--- src/rtl/tl45_register_read.sv ---
// rtl/tl45_register_read.sv - operand fetch: rf read, forwarding, imm mux, load-use bubble, stall/flush buffer
// Optional cycle/bubble performance counters are enabled by defining TL45_RR_PERF_EN.
module tl45_register_read #(
    parameter int DW = 32,
    parameter int RW = 4
) (
    input  logic          i_clk,
    input  logic          i_reset_n,
    input  logic          i_pipe_stall,
    input  logic          i_pipe_flush,
    output logic          o_pipe_stall,
    output logic          o_pipe_flush,
    input  logic [4:0]    i_opcode,
    input  logic [RW-1:0] i_dr,
    input  logic [RW-1:0] i_sr1,
    input  logic [RW-1:0] i_sr2,
    input  logic [DW-1:0] i_imm,
    input  logic          i_imm_valid,
    input  logic [3:0]    i_jmp_cond,
    input  logic [DW-1:0] i_target_offset,
    input  logic [DW-1:0] i_pc,
    output logic [RW-1:0] o_rf_sr1,
    output logic [RW-1:0] o_rf_sr2,
    input  logic [DW-1:0] i_rf_sr1_val,
    input  logic [DW-1:0] i_rf_sr2_val,
    input  logic [RW-1:0] i_of1_reg,
    input  logic [DW-1:0] i_of1_val,
    input  logic [RW-1:0] i_of2_reg,
    input  logic [DW-1:0] i_of2_val,
    input  logic          i_ld_pending,
    input  logic [RW-1:0] i_ld_dr,
`ifdef TL45_RR_PERF_EN
    output logic [DW-1:0] o_perf_stall,
    output logic [DW-1:0] o_perf_bubble,
`endif
    output logic [4:0]    o_opcode,
    output logic [RW-1:0] o_dr,
    output logic [3:0]    o_jmp_cond,
    output logic [DW-1:0] o_sr1_val,
    output logic [DW-1:0] o_sr2_val,
    output logic [DW-1:0] o_target_offset,
    output logic [DW-1:0] o_pc
);

    // Newest forward (execute) wins; a forward tagged r0 is treated as absent.
    function automatic logic [DW-1:0] resolve(
        input logic [RW-1:0] a,
        input logic [DW-1:0] rf_val,
        input logic [RW-1:0] of1_reg,
        input logic [DW-1:0] of1_val,
        input logic [RW-1:0] of2_reg,
        input logic [DW-1:0] of2_val
    );
        if (a == '0)
            return '0;
        else if (a == of1_reg)
            return of1_val;
        else if (a == of2_reg)
            return of2_val;
        else
            return rf_val;
    endfunction

    logic [DW-1:0] sr1_res;
    logic [DW-1:0] sr2_res;
    logic          hazard;

    assign o_rf_sr1 = i_sr1;
    assign o_rf_sr2 = i_sr2;

    assign sr1_res = resolve(i_sr1, i_rf_sr1_val, i_of1_reg, i_of1_val, i_of2_reg, i_of2_val);
    assign sr2_res = i_imm_valid ? i_imm
                   : resolve(i_sr2, i_rf_sr2_val, i_of1_reg, i_of1_val, i_of2_reg, i_of2_val);

    assign hazard = i_ld_pending && (i_ld_dr != '0) && (i_opcode != 5'd0) &&
                    ((i_sr1 == i_ld_dr) || (!i_imm_valid && (i_sr2 == i_ld_dr)));

    assign o_pipe_stall = i_pipe_stall | hazard;
    assign o_pipe_flush = i_pipe_flush;

    logic [4:0]    opcode_q,        opcode_d;
    logic [RW-1:0] dr_q,            dr_d;
    logic [3:0]    jmp_cond_q,      jmp_cond_d;
    logic [DW-1:0] sr1_val_q,       sr1_val_d;
    logic [DW-1:0] sr2_val_q,       sr2_val_d;
    logic [DW-1:0] target_offset_q, target_offset_d;
    logic [DW-1:0] pc_q,            pc_d;

    // Flush beats stall; a stall holds the already-resolved operands untouched.
    always_comb begin
        opcode_d        = opcode_q;
        dr_d            = dr_q;
        jmp_cond_d      = jmp_cond_q;
        sr1_val_d       = sr1_val_q;
        sr2_val_d       = sr2_val_q;
        target_offset_d = target_offset_q;
        pc_d            = pc_q;
        if (i_pipe_flush || (!i_pipe_stall && hazard)) begin
            opcode_d        = '0;
            dr_d            = '0;
            jmp_cond_d      = '0;
            sr1_val_d       = '0;
            sr2_val_d       = '0;
            target_offset_d = '0;
            pc_d            = '0;
        end else if (!i_pipe_stall) begin
            opcode_d        = i_opcode;
            dr_d            = i_dr;
            jmp_cond_d      = i_jmp_cond;
            sr1_val_d       = sr1_res;
            sr2_val_d       = sr2_res;
            target_offset_d = i_target_offset;
            pc_d            = i_pc;
        end
    end

    always_ff @(posedge i_clk) begin
        if (!i_reset_n) begin
            opcode_q        <= '0;
            dr_q            <= '0;
            jmp_cond_q      <= '0;
            sr1_val_q       <= '0;
            sr2_val_q       <= '0;
            target_offset_q <= '0;
            pc_q            <= '0;
        end else begin
            opcode_q        <= opcode_d;
            dr_q            <= dr_d;
            jmp_cond_q      <= jmp_cond_d;
            sr1_val_q       <= sr1_val_d;
            sr2_val_q       <= sr2_val_d;
            target_offset_q <= target_offset_d;
            pc_q            <= pc_d;
        end
    end

    assign o_opcode        = opcode_q;
    assign o_dr            = dr_q;
    assign o_jmp_cond      = jmp_cond_q;
    assign o_sr1_val       = sr1_val_q;
    assign o_sr2_val       = sr2_val_q;
    assign o_target_offset = target_offset_q;
    assign o_pc            = pc_q;

`ifdef TL45_RR_PERF_EN
    logic [DW-1:0] perf_stall_q,  perf_stall_d;
    logic [DW-1:0] perf_bubble_q, perf_bubble_d;

    always_comb begin
        perf_stall_d  = perf_stall_q;
        perf_bubble_d = perf_bubble_q;
        if (i_pipe_stall && (perf_stall_q != '1))
            perf_stall_d = perf_stall_q + 1'b1;
        if (hazard && !i_pipe_stall && !i_pipe_flush && (perf_bubble_q != '1))
            perf_bubble_d = perf_bubble_q + 1'b1;
    end

    always_ff @(posedge i_clk) begin
        if (!i_reset_n) begin
            perf_stall_q  <= '0;
            perf_bubble_q <= '0;
        end else begin
            perf_stall_q  <= perf_stall_d;
            perf_bubble_q <= perf_bubble_d;
        end
    end

    assign o_perf_stall  = perf_stall_q;
    assign o_perf_bubble = perf_bubble_q;
`endif

endmodule
--- config.mk ---
export PLATFORM = sky130hd
export DESIGN_NAME = tl45_register_read
export DESIGN_NICKNAME = d
export VERILOG_FILES = /design/src/rtl/tl45_register_read.sv
export SDC_FILE = /design/constraint.sdc
export NUM_CORES = 1
export LEC_CHECK = 0
export BUFFER_PORTS_ARGS = -buffer_cell sky130_fd_sc_hd__buf_2
export CELL_PAD_IN_SITES_DETAIL_PLACEMENT = 0
export CELL_PAD_IN_SITES_GLOBAL_PLACEMENT = 1
export CORE_AREA = 2 2 159 161
export CTS_CLUSTER_DIAMETER = 60
export DETAILED_ROUTE_END_ITERATION = 7
export DIE_AREA = 0 0 161 163
export PLACE_DENSITY_LB_ADDON = 0.1
export REMOVE_ABC_BUFFERS = 1
export SYNTH_ARGS = -nofsm -noshare
export SYNTH_HDL_FRONTEND = slang
export SYNTH_SLANG_ARGS = --single-unit
--- constraint.sdc ---
create_clock -name i_clk -period 2.3 [get_ports i_clk]
set_input_delay 0.115 -clock i_clk [delete_from_list [all_inputs] [get_ports i_clk]]
set_output_delay 0.115 -clock i_clk [all_outputs]
set_load 0.03 [all_outputs]
* Word-level counts from Yosys, hierarchy flattened
Index checks and enable logic that the tools add are counted. W data, S select, Z words.
Cells by class: eq/ne operators 6, multiplexer cells 7, bitwise gates (word level) 2, reductions and logical operators 14
Operator list (number):
- $mux W32 | 7
- $eq A4 B4 Y1 | 6
- $logic_not A4 Y1 | 2
- $logic_and A1 B1 Y1 | 5
- $reduce_bool A5 Y1 | 1
- $reduce_bool A4 Y1 | 1
- $logic_not A1 Y1 | 2
- $logic_or A1 B1 Y1 | 2
- $reduce_or A2 Y1 | 1
- $not A1 Y1 | 1
- $or A1 B1 Y1 | 1
Storage, ports and cells: bits in registers 141, input bits 263, output and inout port bits 151

* Logic depth before layout (Yosys ltp)
depth after elaboration 7, gate-level depth with buffers 7, mapped depth without buffers 5

* Worst setup path after synthesis
OpenSTA, ideal clock, no wires.
path type in2reg, from in i_of2_reg[1], to reg sr1_val_q[0], in the netlist o_sr1_val[0], setup time 0.124 ns, data arrival time 1.575 ns, setup slack 0.601 ns, stages 6, buffers on the path 1, path through xor2_1 > nor4_2 > buf_2 > mux2_2 > a222oi_1 > nor2_1
On the way: word-level cells in the longest chain between the ends 4
RTL lines:
- from (decl) | RTL line 28 | input logic [RW-1:0] i_of2_reg,
- $eq A4 B4 Y1 | RTL line 58 | else if (a == of2_reg)
- $mux W32 | RTL line 58
- $mux W32 | RTL line 56 | else if (a == of1_reg)
- $mux W32 | RTL line 54 | if (a == '0)
- to (signal assigned) | RTL line 130 | sr1_val_q <= sr1_val_d;
- to (decl) | RTL line 84 | logic [DW-1:0] sr1_val_q, sr1_val_d;
No other way between the ends. A chain may end at the register's enable or synchronous reset.

* Worst setup path in the final report
from in i_opcode[0], to reg sr2_val_q[31], in the netlist o_sr2_val[31]
On the way: word-level cells in the longest chain between the ends 6
RTL lines:
- from (decl) | RTL line 13 | input logic [4:0] i_opcode,
- $reduce_bool A5 Y1 | RTL line 75 | assign hazard = i_ld_pending && (i_ld_dr != '0) && (i_opcode != 5'd0) &&
- $logic_and A1 B1 Y1 (2 in a row) | RTL line 75
- $logic_and A1 B1 Y1 | RTL line 98 | if (i_pipe_flush || (!i_pipe_stall && hazard)) begin
- $logic_or A1 B1 Y1 | RTL line 98
- $reduce_or A2 Y1 (no line)
- to (signal assigned) | RTL line 131 | sr2_val_q <= sr2_val_d;
- to (decl) | RTL line 85 | logic [DW-1:0] sr2_val_q, sr2_val_d;
No other way between the ends.

==> flow_summary.json <==
{
  "drt_pass1_iterations": 6,
  "swShare": 0.315,
  "clock-sinks": 141,
  "stdcell_count": 1622,
  "hold_start": "i_of1_val[13]",
  "min_period_ps": 2090,
  "timing.rr.start": "o_sr1_val[14]",
  "crit_family": "buffers and inverters",
  "ant_nets": 0,
  "cp-end-kind": "flip-flop",
  "crit_type": "primary input to flip-flop",
  "syn_avg_cell_area_sq_um": 9.26,
  "clk_latency_ps": 420,
  "hold_violations": 0,
  "worst_slack_ps": 213,
  "dr.first_iter.drc_count": 464,
  "whs_ps": 25.9,
  "arrival_ps": 2390,
  "cap_violations": 0,
  "n_antenna_cell": 0,
  "clockPowerShare": 0.403,
  "num-nets-final": 1542,
  "crit_chain": "dlygate4sd3_1 > buf_2 > or4_1 > o211ai_1 > o311ai_4 > buf_12 > a2111oi_0",
  "dp_slack_ps": 204,
  "finalSetupViolCount": 0,
  "worstPathRequired_ps": 2600,
  "grt_antenna_before_repair": 1,
  "yosysMostFrequentCell": "nor2_1",
  "dp_hpwl_microns": 20400,
  "maxSlewHeadroom": 0.225,
  "async_flop_share": 0,
  "syn2layout_area_growth_pct": 62.5,
  "hold_class": "primary input to flip-flop",
  "core_area_sq_um": 24700,
  "grt_pass1_wl_microns": 42500,
  "htreeDepth": 4,
  "crit_buf_inv": 3,
  "syn_inst": 759,
  "globalRouteTotalUtil": 0.207,
  "utilization": 0.463,
  "vias": 7623,
  "ir_drop_uv": 433,
  "fin_tns_setup_ps": 0,
  "net-switching-power_mw": 2.17,
  "synth.distinct_cells": 29,
  "p_int_mw": 4.71,
  "overflow": 0,
  "netlist_top_cells_area": "dfxtp_1, mux2i_1, nor2_1",
  "path_clk_slew_ps": 70,
  "post_cts_buffers": 0,
  "cp_max_fo": 48,
  "tightest_slew_ps": 1160,
  "yosys_register_bits": 141,
  "drt-total-wl_microns": 28300,
  "combPwrFrac": 0.221,
  "place_congestion": 0.789,
  "finClkSkew_ps": 0,
  "worst_path_largest_cell_delay_ps": 540,
  "status": "completed",
  "clockBufferDepth": 2,
  "whs_path_depth": 3,
  "fp.dieH_microns": 163,
  "start_kind": "primary input",
  "placementRows": 58,
  "grt_max_degree": 129,
  "cts_buffers": 17,
  "reg2reg_depth": 2,
  "vias_per_cell": 4.70,
  "p_leak_nw": 5.81,
  "io_buffer_count": 413,
  "synth.top_cell.area_share": 0.401,
  "wire_per_inst_microns": 17.4,
  "r2r_end": "o_sr1_val[14]",
  "ios": 414,
  "hold_end": "o_sr1_val[13]",
  "dieArea_sq_um": 26200,
  "slew_violations": 0,
  "synth_common_cells": "nor2_1, dfxtp_1, mux2i_1",
  "synth_area_leader_cell": "dfxtp_1",
  "power.density_nw_per_um2": 602,
  "cts_root_buf": "clkbuf_16",
  "yosys_warnings": 0,
  "post-route-drc-count": 0,
  "synth-edff-count": 0,
  "rsz0062_at_grt": "no",
  "fin_crit_sh": 0.908,
  "slowest_stage": "dlygate4sd3_1",
  "dp_cells": 1451,
  "synth-main-ff-cell": "dfxtp_1",
  "start_util": 0.285,
  "layout-drive-gt1-share": 0.406,
  "cts_tree": "built",
  "timing.fmax_mhz": 479,
  "grt_pass1_vias": 7632,
  "seq_area_frac_synth": 0.401,
  "power_frac_seq": 0.376,
  "synth_area_sq_um": 7030,
  "ff2ff_setup_slack_ps": 1420,
  "fp.dieW_microns": 161
}
-- worst min-delay path, stage by stage --
cell,delay [ps]
buf_2,130
a222oi_1,90
nor2_1,80
-- layout by cell type (no fill, tap or decap), types with 2 or more instances in the layout --
cell type | netlist | routed
mux2_1 | 8 | 8
clkinv_8 | 0 | 2
nor2_1 | 143 | 142
a222oi_1 | 32 | 32
clkinv_4 | 0 | 2
buf_12 | 0 | 5
mux2_2 | 24 | 24
inv_6 | 0 | 5
clkbuf_16 | 0 | 17
nor4_4 | 0 | 2
xnor2_1 | 7 | 7
nor4_1 | 4 | 4
inv_8 | 0 | 4
xor2_1 | 17 | 17
mux2i_1 | 109 | 109
dlygate4sd3_1 | 0 | 139
buf_2 | 26 | 412
dfxtp_1 | 141 | 141
buf_4 | 9 | 13
nand2_1 | 96 | 96
and3_1 | 32 | 32
nor2b_1 | 32 | 32
a2111oi_2 | 30 | 30
or4_1 | 2 | 2
-- worst max-delay path by stage --
stage / from / endpoint / slack (ps) / depth (start not counted)
2_1_floorplan: i_sr1[1] / o_sr2_val[31] / -4190 / 5
3_5_place_dp: i_sr1[1] / o_sr1_val[27] / 200 / 8
3_3_place_gp: i_sr1[0] / o_sr1_val[4] / 180 / 8
6_report: i_opcode[0] / o_sr2_val[31] / 210 / 7
4_1_cts: i_opcode[0] / o_sr2_val[31] / 230 / 7
5_1_grt: i_opcode[0] / o_sr2_val[31] / 150 / 7
-- what timing repair did --
| item | 4_1_cts | 5_1_grt |
|---|---|---|
| hold buffers | 139 | 0 |
| resized for setup | 0 | 0 |
| hold endpoints to repair | 139 | 0 |
-- power by group through the flow --
stage                     clock network (mW)  logic, mW  registers (mW)
after global routing                    2.96       1.64            2.59
after floorplan                            0      0.516            2.82
after CTS                               2.86       1.53            2.58
after detailed placement                   0       1.34            2.64
after global placement                     0       1.34            2.64
final                                   2.77       1.52            2.58
-- per-layer routing --
metal / wire length, microns / track usage / up-vias
li1: - / - / 3728
met1: 12000 / 0.251 / 3564
met2: 13800 / 0.365 / 314
met3: 2260 / 0.0578 / 15
met4: 270 / 0.0503 / 2
met5: 13 / 0 / -
-- through the flow --
stage / total power [mW] / instance area, sq um
after CTS: 6.98 / 11400
final: 6.88 / 11400
after floorplan: 3.34 / 6710
after global placement: 3.97 / 9450
after detailed placement: 3.97 / 9450
after global routing: 7.20 / 11400
-- state kept, by name, indices dropped and copies added, names as in the netlist --
signal           count
o_target_offset     32
o_sr1_val           32
o_jmp_cond           4
o_opcode             5
o_sr2_val           32
o_pc                32
o_dr                 4
-- cell families (layout without fill, tap and decap cells) --
logic type | after synthesis | in the layout | share of synthesized area
multiplexers | 141 | 141 | 0.206
AO/OA/AOI/OAI | 69 | 69 | 0.119
flip-flops | 141 | 141 | 0.401
XOR/XNOR | 24 | 24 | 0.0299
buffers and inverters | 70 | 603 | 0.0468
AND/OR/NAND/NOR | 314 | 314 | 0.196
-- final cells by class --
class                      count  area (sq um)
clock inverter                14           146
inverter                       1          3.75
clock buffer                  18           439
sequential                   141          2820
fill                        2498         13300
timing repair buffer         570          3660
multi-input combinational    548          3940
tap                          330           413
No activity file was read; power rests on OpenSTA's default activity.
